$ cat config.mk
export PLATFORM = sky130hd
export DESIGN_NAME = de_write_port_flat
export DESIGN_NICKNAME = d
export VERILOG_FILES = /design/src/rtl/de_write_port_if.sv /design/src/rtl/de_write_port.sv /design/src/flat_wrapper.sv
export SDC_FILE = /design/constraint.sdc
export NUM_CORES = 1
export LEC_CHECK = 0
export CAP_MARGIN = 10
export CORE_UTILIZATION = 40
export DETAILED_ROUTE_END_ITERATION = 16
export PLACE_DENSITY_LB_ADDON = 0.05
export SLEW_MARGIN = 15
export SYNTH_ARGS = -nofsm -noshare
export SYNTH_HDL_FRONTEND = slang
export SYNTH_SLANG_ARGS = --single-unit
$ cat constraint.sdc
create_clock -name clk -period 19.2 [get_ports clk]
set_input_delay 5.76 -clock clk [delete_from_list [all_inputs] [get_ports clk]]
set_output_delay 5.76 -clock clk [all_outputs]
set_load 0.005 [all_outputs]
$ cat src/rtl/de_write_port_if.sv
// Drawing-engine write request port plus frame-store drain port, bundled.
// slave = the responder (de_write_port); master = the initiator/memory side driving it.
interface de_write_port_if;
  logic        de_req;
  logic        de_ack;
  logic [17:0] de_addr;
  logic [3:0]  de_nbyte;
  logic [31:0] de_data;
  logic        mem_req;
  logic        mem_ack;
  logic [17:0] mem_addr;
  logic [3:0]  mem_nbyte;
  logic [31:0] mem_data;
  logic        idle;

  modport slave (
    input  de_req, de_addr, de_nbyte, de_data, mem_ack,
    output de_ack, mem_req, mem_addr, mem_nbyte, mem_data, idle
  );

  modport master (
    output de_req, de_addr, de_nbyte, de_data, mem_ack,
    input  de_ack, mem_req, mem_addr, mem_nbyte, mem_data, idle
  );
endinterface

$ cat src/rtl/de_write_port.sv
// Byte-masked word write queue between drawers and the frame store; merges same-word writes into the tail.
// Latency: accept at edge n -> mem_req in cycle n+1; de_ack drops only when all DEPTH entries are occupied.
module de_write_port #(
  parameter int DEPTH = 4,
  parameter bit MERGE = 1'b1
) (
  input logic           clk,
  input logic           rst,
  de_write_port_if.slave bus
);
  localparam int AW = $clog2(DEPTH);
  localparam int CW = AW + 1;
  localparam logic [CW-1:0] FULL_CNT = CW'(DEPTH);

  logic [17:0] addr_q  [DEPTH];
  logic [3:0]  nbyte_q [DEPTH];
  logic [31:0] data_q  [DEPTH];

  logic [AW-1:0] rd_ptr;
  logic [AW-1:0] wr_ptr;
  logic [AW-1:0] tail_ptr;
  logic [CW-1:0] count;

  logic        ack;
  logic        accept;
  logic        discard;
  logic        merge;
  logic        push;
  logic        pop;
  logic [31:0] merged_data;

  assign tail_ptr = wr_ptr - AW'(1);
  assign ack      = (count != FULL_CNT);

  // Merging needs count >= 2 so the head, which mem_* is presenting, is never rewritten.
  always_comb begin
    accept  = bus.de_req && ack;
    discard = accept && (bus.de_nbyte == 4'hF);
    merge   = MERGE && accept && !discard && (count >= CW'(2)) &&
              (bus.de_addr == addr_q[tail_ptr]);
    push    = accept && !discard && !merge;
    pop     = (count != '0) && bus.mem_ack;
  end

  always_comb begin
    merged_data = data_q[tail_ptr];
    for (int i = 0; i < 4; i++) begin
      if (!bus.de_nbyte[i]) merged_data[8*i +: 8] = bus.de_data[8*i +: 8];
    end
  end

  always_ff @(posedge clk or posedge rst) begin
    if (rst) begin
      rd_ptr <= '0;
      wr_ptr <= '0;
      count  <= '0;
      for (int i = 0; i < DEPTH; i++) begin
        addr_q[i]  <= '0;
        nbyte_q[i] <= '0;
        data_q[i]  <= '0;
      end
    end else begin
      if (push) begin
        addr_q[wr_ptr]  <= bus.de_addr;
        nbyte_q[wr_ptr] <= bus.de_nbyte;
        data_q[wr_ptr]  <= bus.de_data;
        wr_ptr          <= wr_ptr + AW'(1);
      end
      if (merge) begin
        nbyte_q[tail_ptr] <= nbyte_q[tail_ptr] & bus.de_nbyte;
        data_q[tail_ptr]  <= merged_data;
      end
      if (pop) rd_ptr <= rd_ptr + AW'(1);
      case ({push, pop})
        2'b10:   count <= count + CW'(1);
        2'b01:   count <= count - CW'(1);
        default: count <= count;
      endcase
    end
  end

  assign bus.de_ack    = ack;
  assign bus.mem_req   = (count != '0);
  assign bus.idle      = (count == '0);
  assign bus.mem_addr  = addr_q[rd_ptr];
  assign bus.mem_nbyte = nbyte_q[rd_ptr];
  assign bus.mem_data  = data_q[rd_ptr];
endmodule

$ cat src/flat_wrapper.sv
// flat-port wrapper written by rule: the top's interface ports become plain ports
module de_write_port_flat 
#(
  parameter int DEPTH = 4,
  parameter bit MERGE = 1'b1
)
  (clk, rst, bus_de_req, bus_de_addr, bus_de_nbyte, bus_de_data, bus_mem_ack, bus_de_ack, bus_mem_req, bus_mem_addr, bus_mem_nbyte, bus_mem_data, bus_idle);
  de_write_port_if bus_i ();
  input logic clk;
  input logic rst;
  input wire logic [$bits(bus_i.de_req)-1:0] bus_de_req;
  input wire logic [$bits(bus_i.de_addr)-1:0] bus_de_addr;
  input wire logic [$bits(bus_i.de_nbyte)-1:0] bus_de_nbyte;
  input wire logic [$bits(bus_i.de_data)-1:0] bus_de_data;
  input wire logic [$bits(bus_i.mem_ack)-1:0] bus_mem_ack;
  output wire logic [$bits(bus_i.de_ack)-1:0] bus_de_ack;
  output wire logic [$bits(bus_i.mem_req)-1:0] bus_mem_req;
  output wire logic [$bits(bus_i.mem_addr)-1:0] bus_mem_addr;
  output wire logic [$bits(bus_i.mem_nbyte)-1:0] bus_mem_nbyte;
  output wire logic [$bits(bus_i.mem_data)-1:0] bus_mem_data;
  output wire logic [$bits(bus_i.idle)-1:0] bus_idle;
  assign bus_i.de_req = bus_de_req;
  assign bus_i.de_addr = bus_de_addr;
  assign bus_i.de_nbyte = bus_de_nbyte;
  assign bus_i.de_data = bus_de_data;
  assign bus_i.mem_ack = bus_mem_ack;
  assign bus_de_ack = bus_i.de_ack;
  assign bus_mem_req = bus_i.mem_req;
  assign bus_mem_addr = bus_i.mem_addr;
  assign bus_mem_nbyte = bus_i.mem_nbyte;
  assign bus_mem_data = bus_i.mem_data;
  assign bus_idle = bus_i.idle;
  de_write_port #(.DEPTH(DEPTH), .MERGE(MERGE)) u_core (.clk(clk), .rst(rst), .bus(bus_i));
endmodule
==> impl_metrics.ini, run 1 <==
[run_status]
status = finished clean

[timing]
final_max_slew_viol_count = 0
hold_viol_final = 0
min_period_ps = 9650
setup_violations = 0
worst_pin_slew_ps = 1070
rsz0062_at_grt = no
skew_ps = 13.3
fin_ws_ps = 9550
period_share_pct = 50.3
slew_headroom_pct = 28.7
timing.fmax_mhz = 104
setup_tns_ps = 0

[floorplan]
die_area_um2 = 31800
pin_count = 115
start_util_pct = 40.6
row_count = 64
die_w_um = 178
coreArea_um2 = 30600
die_y_um = 178

[critical_path]
cp-end-kind = flop
cp_max_fo = 18
path_class = in -> reg
cp.arrival_ps = 10110
start_kind = input pin
rrSetupSlack_ps = 12510
required_ps = 19660

[cts]
numCtsBuffers = 27
postCtsSetupRepairBufs = 0
cts-resized-gates = 0
worst_skew_pair.late_latency_ps = 530
ctsRootBufferMaster = clkbuf_16
hold_buffers = 0
clkTransAtPathRegs_ps = 60
htree_levels = 1
cts_sinks = 223
clockBufferDepth = 3
cts_tree = yes

[global_route]
grt_usage_pct = 24.3
antenna_found_initial = 0
grt_overflow_total = 0
grt_pass1_wl_mm = 58.8
grt_pass1_vias = 9498
grt_max_degree = 91

[routing]
drt-pass1-iter-count = 5
drt-initial-drc-count = 767
drt_wl_total_mm = 37.5
wl_per_cell_um = 25.3
vias_per_cell = 6.30
antenna_left = 0
num_vias = 9342
drc = 0

[power]
cellPowerDensity_nw_per_um2 = 198
leakage_nw = 5.99
ir_worst_vdd_mv = 0.0838

[synthesis]
synth_area_um2 = 12400
synth_nets = 1044
yosysTopAreaCell = dfrtp_1
ys.flop_type = dfrtp_1
synth-seq-area-share_pct = 44.9
ys_async_sr_fraction_pct = 100
synth_warnings = 0
syn_avg_cell_area_um2 = 12.7
yosys.area.top_type_share_pct = 44.9
ys_types = 46
synthCells = 978
synth_area_leaders = dfrtp_1, mux4_2, a221o_1
synth-edff-count = 0
synth-seq-cells = 223

[layout]
postLayoutCoreUtil_pct = 48.6
syn_to_final_growth_pct = 19.8
antenna_cells = 0
multi_input_area_um2 = 6510
final_common_cell = dfrtp_1
layout-drive-gt1-share_pct = 24.0
fin_nets = 1134
fillers = 2751
layout_common_cells = dfrtp_1, nor2_1, a221o_1
regArea_um2 = 5590

[flow_run]
cap_violations = 0

[worst_hold_path]
min_path_type = reg -> reg

[placed_design]
hpwl_mm = 21.9
io_buffers = 114
place_ws_ps = 9020
place_congestion = 0.771
==> cells in the mapped netlist (all sizes together), types with 3 or more instances <==
cell type,count
mux4,102
and3,6
nand2,38
nand2b,4
o22ai,18
buf,35
nand4,5
mux2,79
nor2b,6
o21ai,12
inv,11
xnor2,11
a211o,8
o211a,8
a2bb2oi,3
mux2i,17
a21boi,3
and2,6
a221o,124
clkbuf,41
xor2,6
a31oi,13
dfrtp,223
or3,3
ha,7
nand3,20
nor2,150
==> where the power goes <==
part           switching [W]  internal, W  total (W)
registers           0.000216     0.000700   0.000917
logic               0.000621     0.000881    0.00150
clock network       0.000205     0.000325   0.000530
total                0.00104      0.00191    0.00295
==> per-layer routing <==
layer | global-route usage, % | up-vias | routed length, µm
li1 | - | 4044 | -
met1 | 34.5 | 4917 | 16700
met2 | 39.3 | 319 | 17800
met3 | 3.24 | 62 | 2080
met4 | 6.57 | 0 | 861
met5 | 0 | - | 0
==> final cells by class <==
cell class / count / share of cell area, %
flip-flops and latches: 223 / 37.6
well taps: 396 / 3.33
clock buffers: 40 / 5.34
repair buffers: 137 / 8.83
inverters: 12 / 0.353
clock inverters: 8 / 0.816
multi-input cells: 667 / 43.8
==> critical path, cell delays in order <==
cell and delay, ps:
clkdlybuf4s50_1 800, a41oi_1 790, nor4bb_1 340, and3_1 310, nand3_1 560, and3_1 480, inv_1 70, ha_1 160
inv_1 60, fa_1 370, xor2_1 150, nor2_1 110, xor2_1 140
==> per-stage QoR <==
step,power [W],std cells,hold WS (ps),instance area (µm²)
global route,0.00313,1483,526,14900
finish,0.00295,1483,517,14900
floorplan,0.00188,978,476,12400
global placement,0.00242,1435,505,14000
detailed placement,0.00243,1435,503,14000
CTS,0.00297,1483,514,14900
==> worst paths after layout <==
| kind | from | endpoint | cells past startpoint |
|---|---|---|---|
| setup / recovery | bus_de_nbyte[1] | u_core.count[2]$_DFFE_PP0P_ | 13 |
| hold / removal | u_core.count[2]$_DFFE_PP0P_ | u_core.count[2]$_DFFE_PP0P_ | 1 |
| setup reg to reg | u_core.wr_ptr[0]$_DFFE_PP0N_ | u_core.count[2]$_DFFE_PP0P_ | 16 |
| hold reg to reg | u_core.count[2]$_DFFE_PP0P_ | u_core.count[2]$_DFFE_PP0P_ | 1 |
| max in group asynchronous | rst | u_core.nbyte_q[6]$_DFF_PP0_ | 3 |
| min in group asynchronous | rst | u_core.data_q[92]$_DFF_PP0_ | 2 |
==> flip-flops by register name, summed over array words and instances, names as in the netlist <==
signal / flops
u_core.nbyte_q: 16
u_core.data_q: 128
u_core.addr_q: 72
u_core.wr_ptr: 2
u_core.count: 3
u_core.rd_ptr: 2
==> logic make-up (layout without fill, tap and decap cells) <==
logic type | Yosys count | count (layout) | synth area share [%]
and+or+nand+nor | 242 | 242 | 8.30
DFF | 223 | 223 | 44.9
AOI/OAI and AO/OA | 202 | 202 | 14.6
muxes | 198 | 198 | 27.0
buffers and inverters | 88 | 197 | 3.05
xor gates and xnor gates | 17 | 17 | 1.20
adders and majority gates | 8 | 8 | 0.866
(Power assumes the default switching activity.)
==> inputs of run 2 (changes only) <==
- clock period: 19.2 -> 8.4 ns (I/O delays scaled with it)
==> run 2 against run 1 <==
  * Sequential share of layout area barely moved
  * Setup slack got worse by 7300 ps
  * Cell count barely moved
  * Clock power rose by 130%
  * Cell area rose by 0.13%
  * Die area did not move
  * Wire length barely moved
  * Global-route usage fell by 0.34 points
  * Hold slack got worse by 3.1 ps
  * Largest power group unchanged
  * Combinational power rose by 130%
  * Clock-buffer cell count fell by 3
==> impl_metrics.ini, run 2 (synthesized netlist as in run 1, its figures left out) <==
[critical_path]
start_kind = input pin
path_depth = 9
crit_top_cell = buf_4
critPathBufInv = 3
r2r-end = u_core.data_q[74]$_DFF_PP0_
critPathTopFamily = compound AO/OA/AOI/OAI gates
required_ps = 8860
critPathSlowestCell = a21boi_4
cp-startpoint = bus_de_nbyte[1]
cp-end-kind = flop
crit_chain = clkdlybuf4s50_1, buf_4, a41oi_1, nor4bb_1, and3_1, nand3_1, a21boi_4, buf_4, a221o_1
cpPeakStageDelay_ps = 1160
worstRegToRegCells = 10
cp-endpoint = u_core.data_q[74]$_DFF_PP0_
cp.arrival_ps = 6650
path_class = in -> reg
rrSetupSlack_ps = 2330
r2r_start = u_core.wr_ptr[0]$_DFFE_PP0N_
cp_max_fo = 26

[floorplan]
die_y_um = 178
die_area_um2 = 31800
die_w_um = 178
pin_count = 115
coreArea_um2 = 30600
row_count = 64
start_util_pct = 40.6

[layout]
fin_nets = 1135
postLayoutCoreUtil_pct = 48.7
antenna_cells = 0
layout-drive-gt1-share_pct = 24.4
layout_common_cells = dfrtp_1, nor2_1, a221o_1
largest_register_ffs = 128
final_common_cell = dfrtp_1
regMostFlops = u_core.data_q
top_regs = u_core.data_q (128), u_core.addr_q (72), u_core.nbyte_q (16)
syn_to_final_growth_pct = 20.0

[cts]
cts_sinks = 223
postCtsSetupRepairBufs = 0
clockBufferDepth = 3
hold_buffers = 0
htree_levels = 1
clkTransAtPathRegs_ps = 60
cts_tree = yes
worst_skew_pair.late_latency_ps = 530
cts-resized-gates = 0
numCtsBuffers = 26
ctsRootBufferMaster = clkbuf_16

[power]
leakage_nw = 6.00
cellPowerDensity_nw_per_um2 = 452
ir_worst_vdd_mv = 0.255

[global_route]
grt_usage_pct = 24.0
grt_overflow_total = 0
antenna_found_initial = 0
grt_pass1_wl_mm = 58.1
grt_max_degree = 121
grt_pass1_vias = 9354

[placed_design]
io_buffers = 114
place_congestion = 0.751
hpwl_mm = 21.6

[run_status]
status = finished clean

[flow_run]
cap_violations = 0

[routing]
drt-initial-drc-count = 693
drt-pass1-iter-count = 5
drc = 0
antenna_left = 0
drt_wl_total_mm = 37.5
num_vias = 9386
vias_per_cell = 6.32
wl_per_cell_um = 25.2

[worst_hold_path]
hold_start = u_core.count[2]$_DFFE_PP0P_
min_path_type = reg -> reg

[timing]
final_max_slew_viol_count = 0
setup_tns_ps = 0
min_period_ps = 6180
setup_violations = 0
slew_headroom_pct = 20.6
worst_pin_slew_ps = 1190
timing.fmax_mhz = 162
skew_ps = 10.8
period_share_pct = 73.6
hold_viol_final = 0
rsz0062_at_grt = no
## run 2: changes by cell type in the layout (fill, tap and decap cells not counted), sizes merged
cell and change:
inv -2, clkinvlp +1, clkinv +3, buf +2
clkbuf -3
## run 2: metal layers
metal | global-route usage [%] | vias to the layer above | routed length [µm]
met2 | 38.9 | 332 | 17800
met3 | 3.82 | 41 | 2260
met4 | 4.77 | 0 | 621
met5 | 0 | - | 0
li1 | - | 4070 | -
met1 | 34.2 | 4943 | 16800
## run 2: worst min path at each step
| stage | endpoint | slack, ps | cells after the start |
|---|---|---|---|
| 6_report | u_core.count[2]$_DFFE_PP0P_ | 510 | 1 |
| 5_1_grt | u_core.count[2]$_DFFE_PP0P_ | 530 | 1 |
| 4_1_cts | u_core.count[2]$_DFFE_PP0P_ | 520 | 1 |
| 3_5_place_dp | u_core.count[0]$_DFFE_PP0P_ | 510 | 1 |
| 3_3_place_gp | u_core.count[0]$_DFFE_PP0P_ | 510 | 1 |
| 2_1_floorplan | u_core.count[2]$_DFFE_PP0P_ | 480 | 1 |
## run 2: power breakdown
part | internal (W) | switching, W | leakage (nW)
sequential | 0.00160 | 0.000510 | 2.74
combinational | 0.00202 | 0.00140 | 2.81
clock | 0.000737 | 0.000466 | 0.453
total | 0.00436 | 0.00238 | 6.00
## run 2: worst reg2reg max path, cell delays in order (launching register included)
cell and delay (ps):
dfrtp_4 750, clkinv_1 560, ha_4 980, mux4_2 630, xnor2_1 230, nand4_1 210, nor3_2 390, nand3_1 640
a21boi_4 1160, buf_4 300, a221o_1 150
## run 2: final cells by class
| type | count | area [µm²] |
|---|---|---|
| Clock inverter | 10 | 128 |
| Inverter | 12 | 48.8 |
| Clock buffer | 37 | 783 |
| Multi-Input combinational cell | 667 | 6510 |
| Timing Repair Buffer | 139 | 1340 |
| Sequential cell | 223 | 5590 |
| Tap cell | 396 | 495 |
| Fill cell | 2734 | 15700 |
## run 2: per-stage QoR
step | cells | hold WS [ps] | setup slack (ps) | instance area [µm²] | total power [W]
global route | 1484 | 535 | 1910 | 14900 | 0.00714
floorplan | 978 | 476 | 2970 | 12400 | 0.00431
finish | 1484 | 514 | 2220 | 14900 | 0.00674
global placement | 1437 | 507 | 1830 | 14000 | 0.00553
CTS | 1484 | 525 | 2270 | 14900 | 0.00679
detailed placement | 1437 | 511 | 1740 | 14000 | 0.00555
==> inputs of run 3 (changes only) <==
- clock period: 8.4 -> 6.1 ns (I/O delays scaled with it)
==> run 3 against run 2 <==
  * Hold slack worse by 0.51 ps
  * Largest cell class unchanged
  * Global-route usage up 0.85 points
  * Critical path type unchanged
  * Clock-buffer cell count increased by 4
  * Critical path depth down 2
  * Clock skew about the same
  * Wire length increased by 3.5%
  * Cell count increased by 1.3%
  * First-iteration DRC count grew 25%
  * Die area unchanged
  * Non-clock buffer count up 18
==> impl_metrics.ini, run 3 (synthesized netlist as in run 1, its figures left out) <==
[routing]
drc = 0
drt-pass1-iter-count = 5
drt-initial-drc-count = 867
vias_per_cell = 6.40
num_vias = 9622
drt_wl_total_mm = 38.8
antenna_left = 0
wl_per_cell_um = 25.8

[critical_path]
path_class = in -> reg
cp.arrival_ps = 5420
cp-end-kind = flop
cp_max_fo = 10
start_kind = input pin
required_ps = 6570

[placed_design]
io_buffers = 114
hpwl_mm = 22.2
place_congestion = 0.766
place_inst = 1455

[timing]
setup_tns_ps = 0
slew_headroom_pct = 32.0
rsz0062_at_grt = no
timing.fmax_mhz = 202
min_period_ps = 4940
setup_violations = 0
worst_pin_slew_ps = 1020
final_max_slew_viol_count = 0
hold_viol_final = 0
skew_ps = 10.8
period_share_pct = 81.0

[flow_run]
cap_violations = 0

[power]
leakage_nw = 6.07
ir_worst_vdd_mv = 0.302
cellPowerDensity_nw_per_um2 = 621

[layout]
fin_nets = 1154
fillers = 2743
largest_register_ffs = 128
top_regs = u_core.data_q (128), u_core.addr_q (72), u_core.nbyte_q (16)
layout-drive-gt1-share_pct = 25.2
final_common_cell = dfrtp_1
syn_to_final_growth_pct = 20.9
multi_input_area_um2 = 6510
finalNonFillerCells = 1503
regArea_um2 = 5590
regMostFlops = u_core.data_q
layout_common_cells = dfrtp_1, nor2_1, a221o_1

[global_route]
grt_pass1_wl_mm = 59.9
grt_pass1_vias = 9689
grt_max_degree = 136
grt_overflow_total = 0
grt_usage_pct = 24.8
antenna_found_initial = 1

[cts]
clockBufferDepth = 3
hold_buffers = 0
ctsRootBufferMaster = clkbuf_16
numCtsBuffers = 27
clkTransAtPathRegs_ps = 60
cts_tree = yes
htree_levels = 1
cts_sinks = 223
postCtsSetupRepairBufs = 0
worst_skew_pair.late_latency_ps = 540
cts-resized-gates = 0

[floorplan]
die_y_um = 178
coreArea_um2 = 30600
start_util_pct = 40.6
row_count = 64
pin_count = 115
die_w_um = 178
die_area_um2 = 31800

[worst_hold_path]
min_path_type = reg -> reg

[run_status]
status = finished clean
[run 3: final timing paths]
kind | from | endpoint | slack [ps] | cells after the start
setup / recovery | bus_de_nbyte[1] | u_core.data_q[119]$_DFF_PP0_ | 1160 | 7
hold / removal | u_core.count[2]$_DFFE_PP0P_ | u_core.count[2]$_DFFE_PP0P_ | 510 | 1
setup reg to reg | u_core.wr_ptr[0]$_DFFE_PP0N_ | u_core.data_q[119]$_DFF_PP0_ | 1590 | 10
hold reg to reg | u_core.count[2]$_DFFE_PP0P_ | u_core.count[2]$_DFFE_PP0P_ | 510 | 1
max in group asynchronous | rst | u_core.data_q[69]$_DFF_PP0_ | 3530 | 3
min in group asynchronous | rst | u_core.data_q[61]$_DFF_PP0_ | 1790 | 3
[run 3: metrics by stage]
step	setup slack [ps]	hold WS [ps]	power, W	instance area (µm²)	util, %
finish	1160	513	0.00932	15000	49.1
global route	916	542	0.00986	15000	49.1
CTS	1200	513	0.00938	15000	49.1
detailed placement	640	505	0.00771	14100	46.2
global placement	704	508	0.00769	14100	46.2
floorplan	1360	476	0.00593	12400	-
[run 3: final cells by class]
type / count / share of cell area [%]
multi-input combinational: 667 / 43.4
sequential: 223 / 37.2
timing repair buffer: 157 / 9.92
clock buffer: 41 / 5.32
tap: 396 / 3.30
clock inverter: 6 / 0.533
inverter: 12 / 0.325
antenna: 1 / 0.0167
[run 3: report_power, final]
| group | switching [W] | internal (W) | total [W] |
|---|---|---|---|
| sequential | 0.000751 | 0.00220 | 0.00295 |
| clock | 0.000650 | 0.000976 | 0.00163 |
| combinational | 0.00191 | 0.00283 | 0.00474 |
| total | 0.00331 | 0.00601 | 0.00932 |
[run 3: worst max-delay path: stages]
cell and delay (ps):
clkdlybuf4s50_1 490, a41oi_1 710, nor4bb_1 350, and3_1 320
nand4_1 550, o22ai_1 890, a221o_1 260
[run 3: routing by layer]
layer	vias up	track usage [%]	wire length (µm)
met2	345	39.7	18600
li1	4090	-	-
met5	-	0	0
met3	43	4.16	2530
met4	0	5.12	597
met1	5144	35.6	17100
